--- src/rtl/div_seq_if.sv ---
// Divider stall interface between the execute stage (master) and div_seq (slave).
interface div_seq_if #(
    parameter int unsigned WIDTH = 32
);
    logic               start;
    logic               signed_div;
    logic [WIDTH-1:0]   a;
    logic [WIDTH-1:0]   b;
    logic               annul;
    logic               busy;
    logic               done;
    logic [2*WIDTH-1:0] result;

    modport master (
        output start, signed_div, a, b, annul,
        input  busy, done, result
    );

    modport slave (
        input  start, signed_div, a, b, annul,
        output busy, done, result
    );
endinterface

--- src/rtl/div_seq.sv ---
// Multi-cycle radix-2 restoring divider (DIV/DIVU) for the MIPS execute stage.
// result = {remainder, quotient}; busy feeds the hazard unit stall logic.
// Optional macro DIV_EARLY_ZERO_EN: a zero divisor skips the iterations and
// reaches DONE one cycle after start.
module div_seq #(
    parameter int unsigned WIDTH = 32
) (
    input logic      clk,
    input logic      resetn,
    div_seq_if.slave bus
);
    localparam int unsigned CntW = $clog2(WIDTH) + 1;

    typedef enum logic [1:0] {StIdle, StCalc, StDone} stateE;

    stateE              state;
    logic [WIDTH-1:0]   rem;
    logic [WIDTH-1:0]   quo;
    logic [WIDTH-1:0]   dvsr;
    logic [WIDTH-1:0]   aRaw;
    logic               negQ;
    logic               negR;
    logic               divZero;
    logic [CntW-1:0]    cnt;
    logic               busyR;
    logic               doneR;
    logic [2*WIDTH-1:0] resultR;

    logic [WIDTH-1:0]   aMag;
    logic [WIDTH-1:0]   bMag;
    logic               bIsZero;
    logic [WIDTH:0]     remWide;
    logic [WIDTH:0]     trial;
    logic [WIDTH-1:0]   stepRem;
    logic [WIDTH-1:0]   stepQuo;
    logic [WIDTH-1:0]   fixRem;
    logic [WIDTH-1:0]   fixQuo;
    logic [2*WIDTH-1:0] finalRes;

    assign bus.busy   = busyR;
    assign bus.done   = doneR;
    assign bus.result = resultR;

    // Operand magnitudes; the most negative value maps to 2^(W-1) unsigned.
    always_comb begin
        aMag    = bus.a;
        bMag    = bus.b;
        bIsZero = (bus.b == '0);
        if (bus.signed_div && bus.a[WIDTH-1]) aMag = ~bus.a + WIDTH'(1);
        if (bus.signed_div && bus.b[WIDTH-1]) bMag = ~bus.b + WIDTH'(1);
    end

    // One restoring step: shift {rem,quo} left, trial-subtract, keep if non-negative.
    always_comb begin
        remWide = {rem, quo[WIDTH-1]};
        trial   = remWide - {1'b0, dvsr};
        if (!trial[WIDTH]) begin
            stepRem = trial[WIDTH-1:0];
            stepQuo = {quo[WIDTH-2:0], 1'b1};
        end else begin
            stepRem = remWide[WIDTH-1:0];
            stepQuo = {quo[WIDTH-2:0], 1'b0};
        end
    end

    // Sign fix-up of the final step; a zero divisor bypasses it with the raw dividend.
    always_comb begin
        fixRem = negR ? (~stepRem + WIDTH'(1)) : stepRem;
        fixQuo = negQ ? (~stepQuo + WIDTH'(1)) : stepQuo;
        if (divZero) finalRes = {aRaw, {WIDTH{1'b1}}};
        else         finalRes = {fixRem, fixQuo};
    end

    // Control FSM with registered busy/done/result.
    always_ff @(posedge clk or negedge resetn) begin
        if (!resetn) begin
            state   <= StIdle;
            rem     <= '0;
            quo     <= '0;
            dvsr    <= '0;
            aRaw    <= '0;
            negQ    <= 1'b0;
            negR    <= 1'b0;
            divZero <= 1'b0;
            cnt     <= '0;
            busyR   <= 1'b0;
            doneR   <= 1'b0;
            resultR <= '0;
        end else begin
            unique case (state)
                StIdle: begin
                    // annul beats a coincident start
                    if (bus.start && !bus.annul) begin
                        aRaw    <= bus.a;
                        negQ    <= bus.signed_div && (bus.a[WIDTH-1] ^ bus.b[WIDTH-1]);
                        negR    <= bus.signed_div && bus.a[WIDTH-1];
                        divZero <= bIsZero;
                        rem     <= '0;
                        quo     <= aMag;
                        dvsr    <= bMag;
                        cnt     <= CntW'(WIDTH);
`ifdef DIV_EARLY_ZERO_EN
                        if (bIsZero) begin
                            state   <= StDone;
                            doneR   <= 1'b1;
                            resultR <= {bus.a, {WIDTH{1'b1}}};
                        end else begin
                            state <= StCalc;
                            busyR <= 1'b1;
                        end
`else
                        state <= StCalc;
                        busyR <= 1'b1;
`endif
                    end
                end
                StCalc: begin
                    if (bus.annul) begin
                        state <= StIdle;
                        busyR <= 1'b0;
                    end else begin
                        rem <= stepRem;
                        quo <= stepQuo;
                        cnt <= cnt - CntW'(1);
                        if (cnt == CntW'(1)) begin
                            state   <= StDone;
                            busyR   <= 1'b0;
                            doneR   <= 1'b1;
                            resultR <= finalRes;
                        end
                    end
                end
                StDone: begin
                    doneR <= 1'b0;
                    state <= StIdle;
                end
                default: state <= StIdle;
            endcase
        end
    end
endmodule

--- src/flat_wrapper.sv ---
// flat-port wrapper written by rule: the top's interface ports become plain ports
module div_seq_flat 
#(
    parameter int unsigned WIDTH = 32
)
  (clk, resetn, bus_start, bus_signed_div, bus_a, bus_b, bus_annul, bus_busy, bus_done, bus_result);
  div_seq_if #(.WIDTH(WIDTH)) bus_i ();
  input logic clk;
  input logic resetn;
  input wire logic [$bits(bus_i.start)-1:0] bus_start;
  input wire logic [$bits(bus_i.signed_div)-1:0] bus_signed_div;
  input wire logic [$bits(bus_i.a)-1:0] bus_a;
  input wire logic [$bits(bus_i.b)-1:0] bus_b;
  input wire logic [$bits(bus_i.annul)-1:0] bus_annul;
  output wire logic [$bits(bus_i.busy)-1:0] bus_busy;
  output wire logic [$bits(bus_i.done)-1:0] bus_done;
  output wire logic [$bits(bus_i.result)-1:0] bus_result;
  assign bus_i.start = bus_start;
  assign bus_i.signed_div = bus_signed_div;
  assign bus_i.a = bus_a;
  assign bus_i.b = bus_b;
  assign bus_i.annul = bus_annul;
  assign bus_busy = bus_i.busy;
  assign bus_done = bus_i.done;
  assign bus_result = bus_i.result;
  div_seq #(.WIDTH(WIDTH)) u_core (.clk(clk), .resetn(resetn), .bus(bus_i));
endmodule
--- config.mk ---
export PLATFORM = sky130hd
export DESIGN_NAME = div_seq_flat
export DESIGN_NICKNAME = d
export VERILOG_FILES = /design/src/rtl/div_seq_if.sv /design/src/rtl/div_seq.sv /design/src/flat_wrapper.sv
export SDC_FILE = /design/constraint.sdc
export NUM_CORES = 1
export LEC_CHECK = 0
export BUFFER_PORTS_ARGS = -buffer_cell sky130_fd_sc_hd__buf_2
export CORE_MARGIN = 4
export CORE_UTILIZATION = 50
export CTS_BUF_LIST = sky130_fd_sc_hd__clkbuf_8
export DETAILED_ROUTE_END_ITERATION = 12
export HOLD_SLACK_MARGIN = 0.05
export PLACE_DENSITY = 0.76
export SETUP_SLACK_MARGIN = 0.4
export SYNTH_ARGS = -nofsm -noshare
export SYNTH_HDL_FRONTEND = slang
export SYNTH_SLANG_ARGS = --single-unit
--- constraint.sdc ---
create_clock -name clk -period 5.35 [get_ports clk]
set_input_delay 0.2675 -clock clk [delete_from_list [all_inputs] [get_ports clk]]
set_output_delay 0.2675 -clock clk [all_outputs]
set_load 0.02 [all_outputs]
# After elaboration in Yosys (flattened, before gate mapping)
# Index checks and enable logic that the tools add are counted.
# W data, S select, Z words.
dict set report word_totals {
  reg_bits 205
  out_inout_bits 66
  elab_cells 73
}
dict set report op_classes {
  n_addsub 6
  eq_ne 7
  muxes 27
  bitwise 6
  n_reduce_logical 15
}
# operator n
set op_table {}
lappend op_table {{$mux W32} 9}
lappend op_table {{$add A32 B1 Y32 const B} 4}
lappend op_table {{$not A32 Y32} 4}
lappend op_table {{$pmux W32 S2} 2}
lappend op_table {{$mux W64} 1}
lappend op_table {{$sub A33 B32 Y33} 1}
lappend op_table {{$logic_not A32 Y1} 1}
lappend op_table {{$mux W6} 2}
lappend op_table {{$pmux W6 S2} 1}
lappend op_table {{$reduce_and A3 Y1} 4}
lappend op_table {{$eq A6 B1 Y1 const B} 1}
lappend op_table {{$mux W1} 6}
lappend op_table {{$mux W2} 3}
lappend op_table {{$sub A6 B1 Y6 const B} 1}
lappend op_table {{$logic_and A1 B1 Y1} 4}
lappend op_table {{$ne A2 B1 Y1 const B} 2}
lappend op_table {{$pmux W1 S2} 2}
lappend op_table {{$pmux W2 S2} 1}
lappend op_table {{$reduce_and A2 Y1} 2}
lappend op_table {{$reduce_bool A2 Y1} 2}
lappend op_table {{$ne A3 B2 Y1 const B} 1}
lappend op_table {{$eq A2 B1 Y1 const B} 1}
lappend op_table {{$eq A2 B2 Y1 const B} 1}
lappend op_table {{$logic_not A2 Y1} 1}
lappend op_table {{4 further kinds} 4}

# Logic depth before layout (Yosys ltp)
dict set report logic_depth {
  depth_word 6
  ltp_mapped 24
}

# Least setup slack after synthesis
# Ideal clock, no wire load.
dict set report synth_path {
  path_kind {flip-flop to flip-flop}
  from {register u_core.quo[31]}
  to {register u_core.resultR[62] (netlist: u_core.bus.result[62])}
  setup_time_ns 0.126
  arrival_time_ns 4.923
  t_required_ns 5.224
  setup_slack_ns 0.301
  path_stages_with_launch 25
  path_buffers 2
  period_less_slack_ns 5.049
  cell_sequence {dfrtp_1 > inv_1 > ha_1 > fa_1 > nand2b_1 > a211o_1 > a21o_1 > o31ai_4 > a31oi_4 > xnor2_4 > inv_4 > clkbuf_1 > clkbuf_1 > nor2_1 > a21oi_1 > ha_1 > inv_1 > nor4_1 > nand2_1 > mux2_2 > a211oi_4 > nand3_1 > o21ai_1 > xor2_1 > a221o_1}
}
dict set report synth_via {
  elab_chain_cells 6
}
# element line_no
set synth_lines {}
lappend synth_lines {{start: declaration} div_seq.sv:18} ;# logic [WIDTH-1:0] quo;
lappend synth_lines {{start signal: assignment} div_seq.sv:99} ;# quo <= aMag;
lappend synth_lines {{start signal: assignment} div_seq.sv:123} ;# quo <= stepQuo;
lappend synth_lines {{$sub A33 B32 Y33} div_seq.sv:56} ;# trial = remWide - {1'b0, dvsr};
lappend synth_lines {{$mux W32 (*)} div_seq.sv:57} ;# if (!trial[WIDTH]) begin
lappend synth_lines {{$not A32 Y32} div_seq.sv:68} ;# fixRem = negR ? (~stepRem + WIDTH'(1)) : stepRem;
lappend synth_lines {{$add A32 B1 Y32} div_seq.sv:68}
lappend synth_lines {{$mux W32 (*)} div_seq.sv:68}
lappend synth_lines {{$mux W64 (*)} div_seq.sv:70} ;# if (divZero) finalRes = {aRaw, {WIDTH{1'b1}}};
lappend synth_lines {{end signal: assignment} div_seq.sv:129} ;# resultR <= finalRes;
lappend synth_lines {{end: declaration} div_seq.sv:27} ;# logic [2*WIDTH-1:0] resultR;
# Every way passes the cells marked *; elsewhere a longest branch is shown, timed or not.
# A chain may end at the register's enable or synchronous reset.

# Final worst setup path
# Ends and elaborated chain as after synthesis.

==> results.md <==
## Run status
- result of the run: finished, final reports clean

## STA
- endpoints failing setup: 0
- clock period minus final worst setup slack: 4.786 ns
- accumulated negative setup slack: 0 ns
- upper clock frequency limit: 0.2089 GHz
- final slew viol count: 0
- Final Skew: 0.02963 ns
- worst slew margin relative to its limit: 0.2909
- slew at the pin with the worst max-slew slack: 1.064 ns
- Final Hold Viols: 0
- RSZ-0062 raised after global routing: yes
- post-route clock period utilization: 0.8946

## Worst setup path
- data arrival time at the worst-slack endpoint: 5.22 ns
- maximum fanout along the worst path: 7
- startpoint types: flip-flop
- Largest stage delay, worst path: 0.40 ns
- cell repeated most along the worst path: sky130_fd_sc_hd__inv_1
- data required time at the worst endpoint: 5.78 ns
- library cell contributing the largest single delay on the critical path: sky130_fd_sc_hd__fa_1
- sort of element at the end of the critical path: flip-flop
- Bufs and invs on worst path: 3
- crit-path leading delay family: compound AO/OA/AOI/OAI gates
- worst setup path category: flip-flop to flip-flop
- CP Cell Sequence: inv_1 > ha_1 > fa_1 > nand2b_1 > a211o_4 > a21o_1 > o31ai_4 > a31oi_4 > xnor2_4 > clkinv_4 > a21oi_4 > ha_4 > inv_1 > a211oi_2 > nand4_1 > mux2_4 > a211oi_4 > nand3_1 > o21ai_1 > xor2_1 > a221o_1

## Global routing
- number of global-route vias before repair: 11850
- global-route wire length before repair: 61700 um
- total global-route track usage: 0.2594
- initial antenna violation count: 1
- overall overflow remaining after global route: 0
- pin count of the biggest net entering global routing: 185

## Detailed routing
- Routed WL: 38100 um
- count of vias placed by the detailed router: 12300
- 1st-iter DRT viols: 1234
- post-route DRC violation count: 0
- count of antenna-violating nets left after detailed routing: 0
- drt via density: 5.839
- mean routed wirelength per cell: 18.08 um
- first-pass iteration count of the detailed router: 5

## Clock tree
- clk root buf: sky130_fd_sc_hd__clkbuf_8
- insertion delay of the later-clocked pin in the worst-skew pair: 0.55 ns
- depth of the CTS H-tree: 2
- CTS buffer count: 37
- Max Root-Sink Buffers: 3
- clock-pin slew on the worst setup and hold paths: 0.06 ns
- CTS tree: yes
- clock tree sinks: 205

## Yosys
- fraction of synthesized cell area taken by the top area cell type: 0.3897
- per-instance average area after synthesis: 8.258 um2
- count of state elements after synthesis: 205
- Post-synth EDFFs: 0
- cell taking the most area after synthesis: sky130_fd_sc_hd__dfrtp_1
- most instantiated flip-flop cell in the synthesis netlist: sky130_fd_sc_hd__dfrtp_1
- Distinct cells, synth: 71
- post-synthesis instance area: 13160 um2
- sequential fraction of the synthesis area: 0.3897
- syn nets: 1702
- Ys Warns: 0
- number of cells produced by synthesis: 1594
- most area-consuming cells after synthesis: sky130_fd_sc_hd__dfrtp_1 39%, sky130_fd_sc_hd__nand2_1 7.4%, sky130_fd_sc_hd__o21ai_0 6.2%
- proportion of synthesized flip-flops having asynchronous set or reset: 1.000

## Finish
- fillers: 2318
- FF/Latch Area: 5131 um2
- most frequent standard cell in the layout excluding fill and tap cells: sky130_fd_sc_hd__nand2_1
- final standard cell utilization of the core: 0.5915
- area of the multi-input gates: 7572 um2
- post-layout net count: 1854
- Layout Cell Area excl Fill: 15370 um2
- share of final-layout standard cells stronger than drive strength 1: 0.1366
- total inserted antenna cells: 0
- layout overhead on the synthesized area: 16.78%
- most frequent cells in the layout: 260 x sky130_fd_sc_hd__nand2_1, 204 x sky130_fd_sc_hd__dfrtp_1, 162 x sky130_fd_sc_hd__o21ai_0

## Power and ir drop
- power per cell area: 664.9 nW/um2
- static power due to leakage: 0.007111 uW
- Worst VDD drop: 0.5490 mV
- total design power: 10220 uW

## Place
- number of input and output port buffers inserted: 134
- hpwl dp: 27070 um
- Placement Cell Area: 14090 um2
- Final Wtd Congestion: 0.9269

## Floorplan
- total number of placement rows: 59
- initial cell density of the core: 0.5065
- width of the die: 170.3 um
- area inside the core boundary: 25980 um2
- die height: 170.3 um
- I/O Pins: 135
- floorplan die area: 28990 um2

## Hold path
- path class of the lowest-slack min-delay path: input port to flip-flop

## Job
- # Max-Cap Violations: 0

-- per-layer routing --
layer	global-route usage	vias up	share of wire
met4	0.08472	2	0.031
met5	0	-	0.00047
met2	0.4116	415	0.46
met3	0.03740	82	0.060
li1	-	5920	-
met1	0.3676	5884	0.45
-- through the flow --
step | setup WS [ns] | hold slack [ns] | cells
global placement | 0.6056 | 0.1555 | 1994
CTS | 0.4008 | 0.05455 | 2103
finish | 0.5640 | 0.07791 | 2107
floorplan | 0.4465 | -0.02809 | 1594
global route | 0.3412 | 0.07759 | 2107
detailed placement | 0.3850 | 0.1589 | 1994
-- worst register-to-register path, stage by stage, from the launching register on --
cell	delay (ns)
sky130_fd_sc_hd__dfrtp_1	0.35
sky130_fd_sc_hd__inv_1	0.06
sky130_fd_sc_hd__ha_1	0.21
sky130_fd_sc_hd__fa_1	0.40
sky130_fd_sc_hd__nand2b_1	0.19
sky130_fd_sc_hd__a211o_4	0.37
sky130_fd_sc_hd__a21o_1	0.21
sky130_fd_sc_hd__o31ai_4	0.30
sky130_fd_sc_hd__a31oi_4	0.16
sky130_fd_sc_hd__xnor2_4	0.25
sky130_fd_sc_hd__clkinv_4	0.13
sky130_fd_sc_hd__a21oi_4	0.22
sky130_fd_sc_hd__ha_4	0.17
sky130_fd_sc_hd__inv_1	0.09
sky130_fd_sc_hd__a211oi_2	0.17
sky130_fd_sc_hd__nand4_1	0.11
sky130_fd_sc_hd__mux2_4	0.35
sky130_fd_sc_hd__a211oi_4	0.30
sky130_fd_sc_hd__nand3_1	0.11
sky130_fd_sc_hd__o21ai_1	0.15
sky130_fd_sc_hd__xor2_1	0.09
sky130_fd_sc_hd__a221o_1	0.32
-- synth_stat cells (all sizes together) (20+ instances only) --
cell type / n
nand2: 260
a21oi: 122
dfrtp: 205
nand3: 21
o21ai: 195
nor3: 40
inv: 59
mux2i: 38
a31oi: 20
clkbuf: 68
nor2: 121
o31ai: 26
a22oi: 31
xor2: 75
xnor2: 63
ha: 38
-- cell families after synthesis --
logic type | count (synthesis) | share of synthesized area
compound gates | 468 | 0.2133
xor+xnor | 138 | 0.09325
flops | 205 | 0.3897
fa+ha+maj | 39 | 0.03764
simple gates | 559 | 0.1922
buf+inv | 144 | 0.04240
mux | 41 | 0.03146
-- report_power, final --
group          internal (uW)  switching (uW)
sequential              2100             571
clock                    795             700
combinational           2300            3760
total                   5190            5030
-- what timing repair did --
item | in CTS | in global routing
buffers inserted | 0 | 4
hold buffers | 44 | 0
hold endpoints to repair | 72 | 0
gates resized for setup | 0 | 15
endpoints found under the setup margin | 0 | 10
-- final timing paths --
check / depth (start not counted) / slack, ns / from / end
worst max-delay path: 21 / 0.56 / u_core.quo[31] / u_core.bus.result[62]
worst min-delay path: 3 / 0.08 / bus_b[23] / u_core.dvsr[23]
worst max register to register: 21 / 0.56 / u_core.quo[31] / u_core.bus.result[62]
worst min register to register: 2 / 0.47 / u_core.aRaw[27] / u_core.aRaw[27]
max in group asynchronous: 3 / 3.89 / resetn / u_core.rem[0]
min in group asynchronous: 2 / 0.16 / resetn / u_core.dvsr[11]
-- state kept, by name, summed over array words and instances (netlist names) --
signal,count
u_core.dvsr,32
u_core.bus.done,1
u_core.negQ,1
u_core.quo,32
u_core.state,2
u_core.negR,1
u_core.aRaw,32
u_core.rem,32
u_core.cnt,6
u_core.bus.busy,1
u_core.bus.result,64
u_core.divZero,1
-- area by class of cell --
type | count | area share
clock inverters | 18 | 0.005779
repair buffers | 198 | 0.08368
inverters | 59 | 0.01473
flip-flops and latches | 205 | 0.3338
well taps | 335 | 0.02727
multi-input cells | 1245 | 0.4926
clock buffers | 47 | 0.04208
Note: power is estimated with default switching activity, not from simulation.
